===== config.mk =====
export PLATFORM = sky130hd
export DESIGN_NAME = odo_readout_ctrl_flat
export DESIGN_NICKNAME = d
export VERILOG_FILES = /design/src/rtl/odo_pkg.sv /design/src/rtl/odo_readout_ctrl_if.sv /design/src/rtl/odo_stable_sampler.sv /design/src/rtl/odo_readout_ctrl.sv /design/src/flat_wrapper.sv
export SDC_FILE = /design/constraint.sdc
export NUM_CORES = 1
export LEC_CHECK = 0
export ABC_CLOCK_PERIOD_IN_PS = 3700
export CORE_ASPECT_RATIO = 1.75
export CORE_UTILIZATION = 50
export CTS_CLUSTER_SIZE = 25
export DETAILED_ROUTE_END_ITERATION = 10
export PLACE_DENSITY = 0.77
export SLEW_MARGIN = 20
export SYNTH_ARGS = -nofsm -noshare
export SYNTH_HDL_FRONTEND = slang
export SYNTH_SLANG_ARGS = --single-unit

===== constraint.sdc =====
create_clock -name clk -period 3.7 [get_ports clk]
set_clock_uncertainty 0.1 [all_clocks]
set_input_delay 0.37 -clock clk [delete_from_list [all_inputs] [get_ports clk]]
set_output_delay 0.37 -clock clk [all_outputs]
set_load 0.01 [all_outputs]

===== src/rtl/odo_pkg.sv =====
// Shared types and default parameters for the odometer readout controller.
package odo_pkg;

  localparam int ODO_W = 32;

  typedef logic [ODO_W-1:0] odo_count_t;

  typedef enum logic [2:0] {
    ST_IDLE,
    ST_SAMPLE,
    ST_COMPARE,
    ST_CLEAR,
    ST_RESP
  } odo_ctrl_state_e;

  localparam int N_ODO_DEF      = 4;
  localparam int CLR_CYCLES_DEF = 2;
  localparam int MAX_TRIES_DEF  = 4;
  localparam int ADDR_W_DEF     = 4;

endpackage


===== src/rtl/odo_readout_ctrl_if.sv =====
// Host-side request/response handshake bundle for odo_readout_ctrl.
// master = host front end, slave = readout controller.
interface odo_readout_ctrl_if #(
  parameter int ADDR_W = odo_pkg::ADDR_W_DEF
);
  import odo_pkg::*;

  logic              req_valid;
  logic [ADDR_W-1:0] req_addr;
  logic              req_ready;
  logic              rsp_valid;
  logic              rsp_ready;
  odo_count_t        rsp_data;
  logic              rsp_err;
  logic              rsp_unstable;

  modport master (
    output req_valid, req_addr, rsp_ready,
    input  req_ready, rsp_valid, rsp_data, rsp_err, rsp_unstable
  );

  modport slave (
    input  req_valid, req_addr, rsp_ready,
    output req_ready, rsp_valid, rsp_data, rsp_err, rsp_unstable
  );

endinterface


===== src/rtl/odo_stable_sampler.sv =====
// Two-flop synchronizer for all odometer count buses plus a channel mux.
// The buses are multi-bit and asynchronous, so a single synchronized word
// may be torn; the controller compares successive samples to find a
// coherent value. Unselected/out-of-range selects read as zero.
module odo_stable_sampler
  import odo_pkg::*;
#(
  parameter int N_ODO  = N_ODO_DEF,
  parameter int ADDR_W = ADDR_W_DEF
) (
  input  logic                        clk,
  input  logic                        reset_n,
  input  logic [N_ODO-1:0][ODO_W-1:0] odo_distance,
  input  logic [ADDR_W-1:0]           sel,
  output odo_count_t                  sync_sel
);

  logic [N_ODO-1:0][ODO_W-1:0] meta_q, meta_d;
  logic [N_ODO-1:0][ODO_W-1:0] sync_q, sync_d;

  // next values of the synchronizer chain
  always_comb begin
    meta_d = odo_distance;
    sync_d = meta_q;
  end

  // synchronizer flops for every bit of every channel
  always_ff @(posedge clk or negedge reset_n) begin
    if (!reset_n) begin
      meta_q <= '0;
      sync_q <= '0;
    end else begin
      meta_q <= meta_d;
      sync_q <= sync_d;
    end
  end

  // select the addressed channel
  always_comb begin
    sync_sel = '0;
    for (int i = 0; i < N_ODO; i++) begin
      if (sel == ADDR_W'(i)) sync_sel = sync_q[i];
    end
  end

endmodule


===== src/rtl/odo_readout_ctrl.sv =====
// Odometer readout controller: accepts one read at a time, captures a
// coherent count from an asynchronous odometer bus by double sampling,
// then either clears that odometer (clear-on-read) or, with ODO_DELTA_EN
// defined, reports the difference to the previous read of that channel.
// Optional feature macro: ODO_DELTA_EN.
module odo_readout_ctrl
  import odo_pkg::*;
#(
  parameter int N_ODO      = N_ODO_DEF,
  parameter int CLR_CYCLES = CLR_CYCLES_DEF,
  parameter int MAX_TRIES  = MAX_TRIES_DEF,
  parameter int ADDR_W     = ADDR_W_DEF
) (
  input  logic                        clk,
  input  logic                        reset_n,
  odo_readout_ctrl_if.slave           bus,
  input  logic [N_ODO-1:0][ODO_W-1:0] odo_distance,
  output logic [N_ODO-1:0]            odo_clear
);

  localparam int                TRY_W       = $clog2(MAX_TRIES + 1);
  localparam logic [TRY_W-1:0]  MAX_TRIES_L = TRY_W'(MAX_TRIES);
  // one extra bit so N_ODO = 2^ADDR_W still compares correctly
  localparam logic [ADDR_W:0]   N_ODO_L     = (ADDR_W + 1)'(N_ODO);
`ifndef ODO_DELTA_EN
  localparam int                CLR_W       = $clog2(CLR_CYCLES + 1);
  localparam logic [CLR_W-1:0]  CLR_LAST    = CLR_W'(CLR_CYCLES - 1);
`endif

  odo_ctrl_state_e   state_q, state_d;
  logic [ADDR_W-1:0] addr_q, addr_d;
  odo_count_t        snap_q, snap_d;
  logic [TRY_W-1:0]  tries_q, tries_d;
  logic              unstable_q, unstable_d;
  logic              req_ready_q, req_ready_d;
  logic              rsp_valid_q, rsp_valid_d;
  odo_count_t        rsp_data_q, rsp_data_d;
  logic              rsp_err_q, rsp_err_d;
  logic              rsp_unstable_q, rsp_unstable_d;
  logic [N_ODO-1:0]  odo_clear_q, odo_clear_d;

  odo_count_t        sync_sel;
  logic              addr_ok;
  logic              capture;
  odo_count_t        capture_val;

`ifdef ODO_DELTA_EN
  logic [N_ODO-1:0][ODO_W-1:0] prev_q, prev_d;
  odo_count_t                  prev_sel;
`else
  logic [CLR_W-1:0]  clr_cnt_q, clr_cnt_d;
  logic [N_ODO-1:0]  addr_onehot;
`endif

  odo_stable_sampler #(
    .N_ODO  (N_ODO),
    .ADDR_W (ADDR_W)
  ) u_sampler (
    .clk          (clk),
    .reset_n      (reset_n),
    .odo_distance (odo_distance),
    .sel          (addr_q),
    .sync_sel     (sync_sel)
  );

  assign addr_ok = ({1'b0, addr_q} < N_ODO_L);

`ifdef ODO_DELTA_EN
  // previous reported count of the addressed channel
  always_comb begin
    prev_sel = '0;
    for (int i = 0; i < N_ODO; i++) begin
      if (addr_q == ADDR_W'(i)) prev_sel = prev_q[i];
    end
  end
`else
  // clear strobe pattern for the addressed channel
  always_comb begin
    addr_onehot = '0;
    for (int i = 0; i < N_ODO; i++) begin
      addr_onehot[i] = (addr_q == ADDR_W'(i));
    end
  end
`endif

  // FSM next state and registered-output next values
  always_comb begin
    state_d        = state_q;
    addr_d         = addr_q;
    snap_d         = snap_q;
    tries_d        = tries_q;
    unstable_d     = unstable_q;
    rsp_valid_d    = rsp_valid_q;
    rsp_data_d     = rsp_data_q;
    rsp_err_d      = rsp_err_q;
    rsp_unstable_d = rsp_unstable_q;
    odo_clear_d    = '0;
    capture        = 1'b0;
    capture_val    = snap_q;
`ifdef ODO_DELTA_EN
    prev_d         = prev_q;
`else
    clr_cnt_d      = clr_cnt_q;
`endif

    case (state_q)
      ST_IDLE: begin
        if (bus.req_valid && req_ready_q) begin
          addr_d     = bus.req_addr;
          tries_d    = '0;
          unstable_d = 1'b0;
          state_d    = ST_SAMPLE;
        end
      end

      ST_SAMPLE: begin
        if (!addr_ok) begin
          rsp_valid_d    = 1'b1;
          rsp_err_d      = 1'b1;
          rsp_data_d     = '0;
          rsp_unstable_d = 1'b0;
          state_d        = ST_RESP;
        end else begin
          snap_d  = sync_sel;
          tries_d = tries_q + TRY_W'(1);
          state_d = ST_COMPARE;
        end
      end

      ST_COMPARE: begin
        if (sync_sel == snap_q) begin
          capture     = 1'b1;
          capture_val = snap_q;
        end else if (tries_q < MAX_TRIES_L) begin
          state_d = ST_SAMPLE;
        end else begin
          // out of retries: take the newest sample and flag it
          snap_d      = sync_sel;
          unstable_d  = 1'b1;
          capture     = 1'b1;
          capture_val = sync_sel;
        end

        if (capture) begin
`ifdef ODO_DELTA_EN
          rsp_valid_d    = 1'b1;
          rsp_err_d      = 1'b0;
          rsp_unstable_d = unstable_d;
          rsp_data_d     = capture_val - prev_sel;
          for (int i = 0; i < N_ODO; i++) begin
            if (addr_q == ADDR_W'(i)) prev_d[i] = capture_val;
          end
          state_d        = ST_RESP;
`else
          clr_cnt_d   = '0;
          odo_clear_d = addr_onehot;
          state_d     = ST_CLEAR;
`endif
        end
      end

`ifndef ODO_DELTA_EN
      ST_CLEAR: begin
        if (clr_cnt_q == CLR_LAST) begin
          rsp_valid_d    = 1'b1;
          rsp_err_d      = 1'b0;
          rsp_unstable_d = unstable_q;
          rsp_data_d     = snap_q;
          state_d        = ST_RESP;
        end else begin
          clr_cnt_d   = clr_cnt_q + CLR_W'(1);
          odo_clear_d = addr_onehot;
        end
      end
`endif

      ST_RESP: begin
        // response fields hold until taken; only valid drops
        if (bus.rsp_ready) begin
          rsp_valid_d = 1'b0;
          state_d     = ST_IDLE;
        end
      end

      default: state_d = ST_IDLE;
    endcase

    req_ready_d = (state_d == ST_IDLE);
  end

  // state and output registers; odometers are held clear during reset
  always_ff @(posedge clk or negedge reset_n) begin
    if (!reset_n) begin
      state_q        <= ST_IDLE;
      addr_q         <= '0;
      snap_q         <= '0;
      tries_q        <= '0;
      unstable_q     <= 1'b0;
      req_ready_q    <= 1'b0;
      rsp_valid_q    <= 1'b0;
      rsp_data_q     <= '0;
      rsp_err_q      <= 1'b0;
      rsp_unstable_q <= 1'b0;
      odo_clear_q    <= '1;
`ifdef ODO_DELTA_EN
      prev_q         <= '0;
`else
      clr_cnt_q      <= '0;
`endif
    end else begin
      state_q        <= state_d;
      addr_q         <= addr_d;
      snap_q         <= snap_d;
      tries_q        <= tries_d;
      unstable_q     <= unstable_d;
      req_ready_q    <= req_ready_d;
      rsp_valid_q    <= rsp_valid_d;
      rsp_data_q     <= rsp_data_d;
      rsp_err_q      <= rsp_err_d;
      rsp_unstable_q <= rsp_unstable_d;
      odo_clear_q    <= odo_clear_d;
`ifdef ODO_DELTA_EN
      prev_q         <= prev_d;
`else
      clr_cnt_q      <= clr_cnt_d;
`endif
    end
  end

  assign bus.req_ready    = req_ready_q;
  assign bus.rsp_valid    = rsp_valid_q;
  assign bus.rsp_data     = rsp_data_q;
  assign bus.rsp_err      = rsp_err_q;
  assign bus.rsp_unstable = rsp_unstable_q;
  assign odo_clear        = odo_clear_q;

endmodule


===== src/flat_wrapper.sv =====
// flat-port wrapper written by rule: the top's interface ports become plain ports
module odo_readout_ctrl_flat import odo_pkg::*;
#(
  parameter int N_ODO      = N_ODO_DEF,
  parameter int CLR_CYCLES = CLR_CYCLES_DEF,
  parameter int MAX_TRIES  = MAX_TRIES_DEF,
  parameter int ADDR_W     = ADDR_W_DEF
)
  (clk, reset_n, odo_distance, odo_clear, bus_req_valid, bus_req_addr, bus_rsp_ready, bus_req_ready, bus_rsp_valid, bus_rsp_data, bus_rsp_err, bus_rsp_unstable);
  odo_readout_ctrl_if #(.ADDR_W(ADDR_W)) bus_i ();
  input  logic clk;
  input  logic reset_n;
  input  logic [N_ODO-1:0][ODO_W-1:0] odo_distance;
  output logic [N_ODO-1:0] odo_clear;
  input wire logic [$bits(bus_i.req_valid)-1:0] bus_req_valid;
  input wire logic [$bits(bus_i.req_addr)-1:0] bus_req_addr;
  input wire logic [$bits(bus_i.rsp_ready)-1:0] bus_rsp_ready;
  output wire logic [$bits(bus_i.req_ready)-1:0] bus_req_ready;
  output wire logic [$bits(bus_i.rsp_valid)-1:0] bus_rsp_valid;
  output wire logic [$bits(bus_i.rsp_data)-1:0] bus_rsp_data;
  output wire logic [$bits(bus_i.rsp_err)-1:0] bus_rsp_err;
  output wire logic [$bits(bus_i.rsp_unstable)-1:0] bus_rsp_unstable;
  assign bus_i.req_valid = bus_req_valid;
  assign bus_i.req_addr = bus_req_addr;
  assign bus_i.rsp_ready = bus_rsp_ready;
  assign bus_req_ready = bus_i.req_ready;
  assign bus_rsp_valid = bus_i.rsp_valid;
  assign bus_rsp_data = bus_i.rsp_data;
  assign bus_rsp_err = bus_i.rsp_err;
  assign bus_rsp_unstable = bus_i.rsp_unstable;
  odo_readout_ctrl #(.N_ODO(N_ODO), .CLR_CYCLES(CLR_CYCLES), .MAX_TRIES(MAX_TRIES), .ADDR_W(ADDR_W)) u_core (.clk(clk), .reset_n(reset_n), .bus(bus_i), .odo_distance(odo_distance), .odo_clear(odo_clear));
endmodule

==> summary.md, run 1 <==
| Metric | Value |
|---|---|
| Routed WL | 21000 um |
| Diode count | 0 |
| DRT antenna net count | 0 |
| Crit end category | flop |
| Max cap viols | 0 |
| Row cnt | 73 |
| RD Place Congestion | 0.761 |
| Iteration-0 DRC count of the detailed router | 330 |
| Avg Vias per Cell | 5.01 |
| 1st-pass router iterations | 4 |
| Period minus WS final | 3.49 ns |
| Starting density of the core | 50.8% |
| Slowest-stage cell, CP | mux4_2 |
| Layout Cells excl Fill | 1250 |
| Ports | 176 |
| CP max stage delay | 0.56 ns |
| Worst path bufs/invs | 2 |
| EDFF count, synth | 0 |
| Clk pin slew, worst setup/hold paths | 0.07 ns |
| Peak fanout along the critical path | 37 |
| Total CTS buffers | 27 |
| Most frequent cell after synthesis | dfrtp_1 |
| Mapped Area | 0.0115 mm^2 |
| Post-CTS setup buffer count | 0 |
| Top-area cell type share of the netlist area | 73.6% |
| Critical Path, Cell by Cell | buf_12, mux4_2, or4_1, o311ai_0, nand4_1, nor4_2, a31oi_2, nor2_8, buf_12, mux2i_1 |
| Worst min-delay path category | input port to flop |
| Fin nets | 1068 |
| Core box area | 0.0226 mm^2 |
| Crit path kind | flop to flop |
| Outcome | complete, no violations |
| Synth warn | 0 |
| Power Dens Cells | 656 mW/mm^2 |
| Post-DP HPWL | 14500 um |
| DR WL/cell | 16.8 um |
| Async S/R FF share, synth | 100% |
| Post-route core utilization | 64.1% |
| CP most frequent cell | buf_12 |
| Mapped Nets | 882 |
| Static Leak | 6.34 nW |
| Vias in the first global route | 6728 |
| Post-synth top cells | dfrtp_1, nand2_1, o21ai_0 |
| Number of port buffers | 175 |
| CTS Root Cell | clkbuf_16 |
| Total power | 0.00949 W |
| Detailed-route via count | 6261 |
| Period utilization | 94.2% |
| Clock Latency Late Sink | 0.52 ns |
| Height of the chip | 202 um |
| Crit-path leading delay family | simple AND/OR/NAND/NOR gates |
| RSZ-0062 raised after global routing | false |
| Antenna violations before repair | 0 |
| FF+latch count, synth | 341 |
| Largest net degree at the start of global routing | 131 |
| Setup Viol. Count Final | 0 |
| GRT overflow | 0 |
| First-pass GRT wire length | 34100 um |
| Crit start category | flop |
| Top post-synthesis cells by area | dfrtp_1, mux4_2, nand2_1 |
| Synth cell types | 46 |
| Mapped Avg Cell Area | 15.4 um^2 |
| Mapped Cells | 744 |
| Fmax | 287 MHz |
| Req. time, crit path | 4.04 ns |
| Post-synth top area cell | dfrtp_1 |
| Overall fraction of global-route tracks in use | 19.3% |
| Bufs on Longest Clock Path | 3 |
| Clk sinks | 341 |
| CTS tree | built |
| Max IR drop VDD | 0.000445 V |
| Pins Over Slew Limit | 0 |
| Layout cell share with drive strength beyond 1 | 12.6% |
| P&R area growth vs syn | 26.2% |
| Synth Flop Type | dfrtp_1 |
| Die Width | 116 um |
| Post-route DRC | 0 |
| Placed Instances | 1200 |
| Critical Path AT | 3.83 ns |
| Worst-Margin Slew | 1.02 ns |
| Area of the die | 0.0236 mm^2 |
| Slew HR | 31.9% |
| Setup tns final | 0 ns |
| Final Hold Vio Count | 0 |
| H-tree depth | 1 |
| Post-synthesis sequential area ratio | 74.5% |
-- cell type report --
type                            count  area, um^2
Clock inverter                     14         120
Fill cell                        1608        8100
Tap cell                          300         375
Multi-Input combinational cell    343        2650
Clock buffer                       35         766
Inverter                           32         120
Sequential cell                   341        8540
Timing Repair Buffer              185        1900
-- timing repair --
item | CTS | global route
hold buffers | 1 | 0
hold endpoints to repair | 123 | 0
resized for setup | 0 | 0
-- cell families after synthesis --
group | share of synthesized area [%]
flops | 74.5
simple gates | 6.96
compound gates | 4.33
mux | 10.2
buf+inv | 2.53
xor+xnor | 1.30
fa+ha+maj | 0.218
-- metrics by stage --
| step | area [um^2] | worst slack [ns] | hold WS, ns |
|---|---|---|---|
| after global routing | 14500 | 0.0108 | 0.155 |
| after floorplan | 11500 | 0.590 | -0.0256 |
| after global placement | 13600 | 0.234 | 0.231 |
| final | 14500 | 0.213 | 0.184 |
| after detailed placement | 13600 | 0.147 | 0.235 |
| after CTS | 14500 | 0.140 | 0.160 |
-- cell usage in the layout (no fill, tap or decap), types with 4 or more instances in the layout --
cell | Yosys | layout
or4_1 | 12 | 12
nor2_1 | 16 | 14
buf_4 | 1 | 4
clkbuf_16 | 0 | 27
a21oi_1 | 9 | 9
dfstp_2 | 4 | 4
mux2_2 | 11 | 11
o311ai_0 | 9 | 9
xnor2_1 | 12 | 12
clkinv_2 | 0 | 6
mux4_2 | 28 | 28
inv_1 | 32 | 32
mux2i_1 | 32 | 32
nand3_1 | 15 | 15
dfrtp_1 | 337 | 335
mux2_4 | 6 | 6
and4b_1 | 4 | 4
nand2_1 | 98 | 97
clkdlybuf4s50_1 | 0 | 174
nor3_1 | 5 | 5
xor2_1 | 5 | 5
o21ai_0 | 48 | 48
buf_12 | 1 | 5
clkbuf_8 | 0 | 6
-- report_power, final --
group / switching [W] / internal [W] / leakage, nW
combinational: 0.00123 / 0.00109 / 1.80
sequential: 0.000286 / 0.00408 / 4.11
clock: 0.00126 / 0.00154 / 0.435
-- per-layer routing --
metal | global-route usage [%] | wire, um | vias to the layer above
li1 | - | - | 2914
met1 | 23.7 | 7900 | 3142
met2 | 34.1 | 11600 | 169
met3 | 2.31 | 785 | 36
met4 | 7.60 | 717 | 0
met5 | 0 | 0 | -
-- path summary, 6_finish.rpt --
path | start | end | slack, ns | cells past startpoint
setup reg to reg | u_core.addr_q[0]$_DFFE_PN0P_ | u_core.snap_q[17]$_DFFE_PN0P_ | 0.21 | 10
hold / removal | odo_distance[124] | u_core.u_sampler.meta_q[124]$_DFF_PN0_ | 0.18 | 1
max in group asynchronous | reset_n | u_core.u_sampler.meta_q[93]$_DFF_PN0_ | 2.05 | 3
min in group asynchronous | reset_n | u_core.u_sampler.sync_q[79]$_DFF_PN0_ | 0.46 | 2
setup / recovery | u_core.addr_q[0]$_DFFE_PN0P_ | u_core.snap_q[17]$_DFFE_PN0P_ | 0.21 | 10
hold reg to reg | u_core.u_sampler.meta_q[55]$_DFF_PN0_ | u_core.u_sampler.sync_q[55]$_DFF_PN0_ | 0.24 | 0
-- worst register-to-register path, stage by stage, from the launching register on --
cell      delay [ns]
dfrtp_2         0.37
buf_12          0.27
mux4_2          0.58
or4_1           0.49
o311ai_0        0.16
nand4_1         0.23
nor4_2          0.27
a31oi_2         0.21
nor2_8          0.25
buf_12          0.24
mux2i_1         0.24
-- state kept, by name, summed over array words and instances (netlist names), 2 cells and up --
signal and count:
u_core.state_q 3, u_core.u_sampler.meta_q 128, u_core.tries_q 3, u_core.bus.rsp_data 32
u_core.clr_cnt_q 2, u_core.snap_q 32, u_core.odo_clear 4, u_core.u_sampler.sync_q 128
u_core.addr_q 4
Note: power is estimated with default switching activity, not from simulation.
==> run 2, diff against run 1 <==
- ABC_CLOCK_PERIOD_IN_PS: 3700 -> 3510
- clock period: 3.7 -> 3.51 ns (I/O delays scaled with it)
==> summary.md, run 2 (synthesized netlist as in run 1, its figures left out) <==
| Metric | Value |
|---|---|
| P&R area growth vs syn | 27.9% (was 26.2%) |
| Clock Latency Late Sink | 0.54 ns (was 0.52 ns) |
| Detailed-route via count | 6355 (was 6261) |
| Routed WL | 21500 um (was 21000 um) |
| Iteration-0 DRC count of the detailed router | 309 (was 330) |
| CTS tree | built (unchanged) |
| Max layer used | met4 (unchanged) |
| Crit path kind | flop to flop (unchanged) |
| Area of the die | 0.0236 mm^2 (unchanged) |
| Power Dens Cells | 704 mW/mm^2 (was 656 mW/mm^2) |
| Setup Viol. Count Final | 0 (unchanged) |
| Crit start category | flop (unchanged) |
| Period minus WS final | 3.35 ns (was 3.49 ns) |
| Slew HR | 46.8% (was 31.9%) |
| Starting density of the core | 50.8% (unchanged) |
| Row cnt | 73 (unchanged) |
| Final Hold Vio Count | 0 (unchanged) |
| Worst-Margin Slew | 0.798 ns (was 1.02 ns) |
| Antenna violations before repair | 0 (unchanged) |
| Clk pin slew, worst setup/hold paths | 0.07 ns (about the same) |
| Filler Cells Inserted | 1584 (was 1608) |
| Fin nets | 1078 (was 1068) |
| Diode count | 0 (unchanged) |
| 1st-pass router iterations | 4 (unchanged) |
| Avg Vias per Cell | 5.04 (was 5.01) |
| Die Width | 116 um (unchanged) |
| Commonest cells after routing, fill and taps aside | dfrtp_1, clkdlybuf4s50_1, nand2_1 (unchanged) |
| Setup tns final | 0 ns (unchanged) |
| DRT antenna net count | 0 (unchanged) |
| Total power | 0.0103 W (was 0.00949 W) |
| First-pass GRT wire length | 35000 um (was 34100 um) |
| Met2 WL | 12100 um (was 11600 um) |
| CTS Root Cell | clkbuf_16 (unchanged) |
| Fin Hold WS | 0.143 ns (was 0.184 ns) |
| Fmax | 298 MHz (was 287 MHz) |
| RD Place Congestion | 0.768 (was 0.761) |
| Clk sinks | 341 (unchanged) |
| Max cap viols | 0 (unchanged) |
| Crit end category | flop (unchanged) |
| Total CTS buffers | 28 (was 27) |
| DR WL/cell | 17.0 um (was 16.8 um) |
| GRT overflow | 0 (unchanged) |
| Critical Path AT | 3.68 ns (was 3.83 ns) |
| Wire length on met3 | 784 um (was 785 um) |
| Overall fraction of global-route tracks in use | 19.9% (was 19.3%) |
| Static Leak | 6.43 nW (was 6.34 nW) |
| Req. time, crit path | 3.84 ns (was 4.04 ns) |
| DRT met1 WL | 7950 um (was 7900 um) |
| RSZ-0062 raised after global routing | false (unchanged) |
| Number of port buffers | 175 (unchanged) |
| Largest regs | u_core.u_sampler.meta_q (128), u_core.u_sampler.sync_q (128) (unchanged) |
| Worst min-delay path category | input port to flop (unchanged) |
| Ports | 176 (unchanged) |
| Layout cell share with drive strength beyond 1 | 13.3% (was 12.6%) |
| Post-DP HPWL | 15100 um (was 14500 um) |
| Bufs on Longest Clock Path | 3 (unchanged) |
| Max IR drop VDD | 0.000580 V (was 0.000445 V) |
| Period utilization | 95.5% (was 94.2%) |
| Pins Over Slew Limit | 0 (unchanged) |
| Outcome | complete, no violations (unchanged) |
| Height of the chip | 202 um (unchanged) |
| Post-route DRC | 0 (unchanged) |
| Peak fanout along the critical path | 22 (was 37) |
| Vias in the first global route | 6804 (was 6728) |
| Commonest non-fill, non-tap cell in the layout | dfrtp_1 (unchanged) |
| H-tree depth | 1 (unchanged) |
| Largest net degree at the start of global routing | 104 (was 131) |
| Core box area | 0.0226 mm^2 (unchanged) |
run 2: changes by cell type in the layout (fill, tap and decap cells not counted), sizes merged:
cell,previous run,this run
clkinvlp,3,4
clkinv,8,6
bufinv,1,3
clkbuf,35,38
inv,34,32
buf,10,19
run 2: per-layer routing:
layer	GRT usage, %	vias to the layer above
met5	0	-
met4	7.23	0
met3	2.16	42
met2	36.2	181
met1	23.9	3198
li1	-	2934
run 2: final timing paths:
kind                                                  startpoint                               endpoint  slack (ns)  cells past startpoint
max                                 u_core.addr_q[0]$_DFFE_PN0P_          u_core.snap_q[31]$_DFFE_PN0P_        0.16                     10
min                                             odo_distance[67]  u_core.u_sampler.meta_q[67]$_DFF_PN0_        0.14                      1
max reg2reg                         u_core.addr_q[0]$_DFFE_PN0P_          u_core.snap_q[31]$_DFFE_PN0P_        0.16                     10
min reg2reg                u_core.u_sampler.meta_q[77]$_DFF_PN0_  u_core.u_sampler.sync_q[77]$_DFF_PN0_        0.24                      0
max in group asynchronous                                reset_n  u_core.u_sampler.meta_q[65]$_DFF_PN0_        2.13                      3
min in group asynchronous                                reset_n  u_core.u_sampler.sync_q[37]$_DFF_PN0_        0.34                      2
run 2: final cells by class:
class | instances | area [um^2] | share of cell area, %
clock inverters | 13 | 161 | 1.10
inverters | 32 | 120 | 0.819
multi-input cells | 343 | 2650 | 18.1
repair buffers | 194 | 2010 | 13.7
well taps | 300 | 375 | 2.56
flip-flops and latches | 341 | 8540 | 58.3
clock buffers | 38 | 800 | 5.45
run 2: timing repair:
action / in CTS / in global routing
resized for setup: 0 / 2
setup endpoints to repair: 0 / 35
setup buffers: 0 / 2
hold endpoints to repair: 93 / 0
hold buffers: 1 / 0
run 2: metrics by stage:
stage | setup WS, ns | instances | utilization [%] | area (um^2)
finish | 0.158 | 1261 | 65.0 | 14700
global route | 0.0172 | 1261 | 65.0 | 14700
CTS | 0.0403 | 1259 | 64.8 | 14600
global placement | 0.186 | 1207 | 60.5 | 13700
floorplan | 0.400 | 744 | - | 11500
detailed placement | 0.0928 | 1207 | 60.5 | 13700
run 2: power breakdown:
group	switching (W)	internal, W	total (W)	leakage (nW)
clock	0.00133	0.00183	0.00316	0.461
combinational	0.00136	0.00121	0.00257	1.87
sequential	0.000289	0.00431	0.00460	4.11
total	0.00299	0.00734	0.0103	6.43
run 2: critical path: stages (launching register included):
cell      delay [ns]
dfrtp_2         0.37
buf_12          0.20
buf_4           0.19
mux4_2          0.56
or4_1           0.49
o311ai_0        0.15
and4_1          0.34
a31oi_2         0.18
nor2_8          0.19
buf_12          0.14
mux2_2          0.32
==> run 3, diff against run 2 <==
- TNS_END_PERCENT: default -> 20
==> results of run 3 <==
Same layout as run 2: the final DEF is identical, and so are final timing and power.
==> edit: new RTL, config.mk and constraints of run 1 <==
`addr_q` no longer has a reset.
--- a/src/rtl/odo_readout_ctrl.sv
+++ b/src/rtl/odo_readout_ctrl.sv
@@ -194,3 +194,2 @@
       state_q        <= ST_IDLE;
-      addr_q         <= '0;
       snap_q         <= '0;
@@ -211,3 +210,2 @@
       state_q        <= state_d;
-      addr_q         <= addr_d;
       snap_q         <= snap_d;
@@ -229,2 +227,6 @@
 
+  always_ff @(posedge clk) begin
+    addr_q <= addr_d;
+  end
+
   assign bus.req_ready    = req_ready_q;
Function: same outputs for any inputs over 10 cycles, from zero or initial values and one cycle with reset_n low; that may be too few to reach the edited logic, so the function may still have changed.
==> edit against run 1 <==
- via count up 2.5%
- maximum frequency up 0.73%
- critical endpoint is now u_core.odo_clear[0]
- synthesized area about the same
- sequential share of layout area down 0.55 points
- critical path type unchanged
- core utilization up 1.6 points
- worst hold slack worse by 0.012 ns
- worst setup slack better by 0.025 ns
- count of clock-buffer cells in the layout unchanged
- synthesized cell count down 1.2%
- total power down 6.6%
- largest power group unchanged
- sequential cell count unchanged
- design area up 1.1%
- routed wire length up 8.5%
- combinational power down 34%
==> edit: results <==
export IMPL_swShare_pct=25.85
export IMPL_gp_congestion=0.8415
export IMPL_status="complete, no violations"
export IMPL_mappedNetlistNets=873
export IMPL_slowest_delay_ns=0.74
export IMPL_async_reset_ff_share_pct=98.83
export IMPL_ir_worst_vdd_mv=0.4260
export IMPL_grt_antenna_before_repair=0
export IMPL_crit_fanout=34
export IMPL_r2r_cells=8
export IMPL_vias=6415
export IMPL_clk_power_mw=3.13
export IMPL_wl_per_cell_um=18.34
export IMPL_worst_path_max_delay_cell="or4_1"
export IMPL_synth_cell_types=44
export IMPL_worstMarginPinSlew_ns=0.7255
export IMPL_grt_pass1_wl_mm=36.65
export IMPL_cts_resized=0
export IMPL_cp_top_family="compound AO/OA/AOI/OAI gates"
export IMPL_pre_cts_ws_ns=0.1783
export IMPL_placed_cell_area_um2=13620
export IMPL_drive_gt1_share_pct=11.63
export IMPL_synth_edf_count=4
export IMPL_synth_seq_area_share_pct=74.70
export IMPL_synth_area_top_cells="dfrtp_1 (73%), mux4_2 (6.3%), nand2_1 (2.7%)"
export IMPL_yosys_warnings=0
export IMPL_nNetsFinal=1064
export IMPL_synth_avg_cell_area_um2=15.59
export IMPL_grt_max_degree=123
export IMPL_first_pass_iters=5
export IMPL_cts_clk_slew_worst_paths_ns=0.07
export IMPL_diodes=0
export IMPL_leakage_nw=6.316
export IMPL_port_buffers=175
export IMPL_fillers=1583
export IMPL_dr_first_iter_drc_count=439
export IMPL_drt_wl_total_mm=22.78
export IMPL_place_hpwl_mm=15.56
export IMPL_power_density_nw_per_um2=606.3
export IMPL_fin_crit_sh_pct=93.55
export IMPL_synth_common_cells="dfrtp_1 (333), nand2_1 (83), mux4_2 (32), o21ai_0 (30), inv_1 (24)"
export IMPL_grt_pass1_vias=6958
export IMPL_grt_use_total_pct=20.93
export IMPL_seq_power_share_pct=47.4
export IMPL_htreeDepth=1
## edit: changes by cell type after synthesis, sizes merged, moves of 8 or more
cell and change:
and2 +11, inv -8, mux2i -10, nand2 -16, nand4 +8, o21ai -16, o311ai -12, o31ai +21
## edit: final cells by class
class / instances / area (µm²) / area share, %
flip-flops and latches: 341 / 8558 / 58.50
inverters: 24 / 90.09 / 0.6158
clock buffers: 35 / 797.0 / 5.448
repair buffers: 192 / 1962 / 13.41
well taps: 296 / 370.4 / 2.531
multi-input cells: 340 / 2655 / 18.15
clock inverters: 14 / 197.7 / 1.351
## edit: final timing paths
kind                                              from                           to  slack (ns)
setup reg to reg                      u_core.addr_q[0]          u_core.odo_clear[0]        0.24
setup / recovery                      u_core.addr_q[0]          u_core.odo_clear[0]        0.24
hold reg to reg            u_core.u_sampler.meta_q[54]  u_core.u_sampler.sync_q[54]        0.24
max in group asynchronous                      reset_n          u_core.odo_clear[3]        2.15
hold / removal                        odo_distance[22]  u_core.u_sampler.meta_q[22]        0.17
min in group asynchronous                      reset_n  u_core.u_sampler.meta_q[37]        0.31
## edit: what timing repair did
action / CTS / global route
endpoints found under the setup margin: 0 / 21
hold buffers: 1 / 0
endpoints found under the hold margin: 79 / 0
setup buffers: 0 / 1
## edit: routing by layer
| metal | part of all wire [%] | vias up | GRT usage, % | wire length [µm] |
|---|---|---|---|---|
| met4 | 3.4 | 0 | 8.288 | 783 |
| met5 | 0 | - | 0 | 0 |
| met2 | 57 | 193 | 38.57 | 13040 |
| met3 | 4.7 | 48 | 2.159 | 1068 |
| li1 | - | 2932 | - | - |
| met1 | 35 | 3242 | 24.39 | 7885 |
## edit: cell families after synthesis
group	synth area share, %
compound gates	5.308
xor+xnor	1.300
fa+ha+maj	0.2184
buf+inv	2.217
flops	74.70
mux	9.195
simple gates	7.066
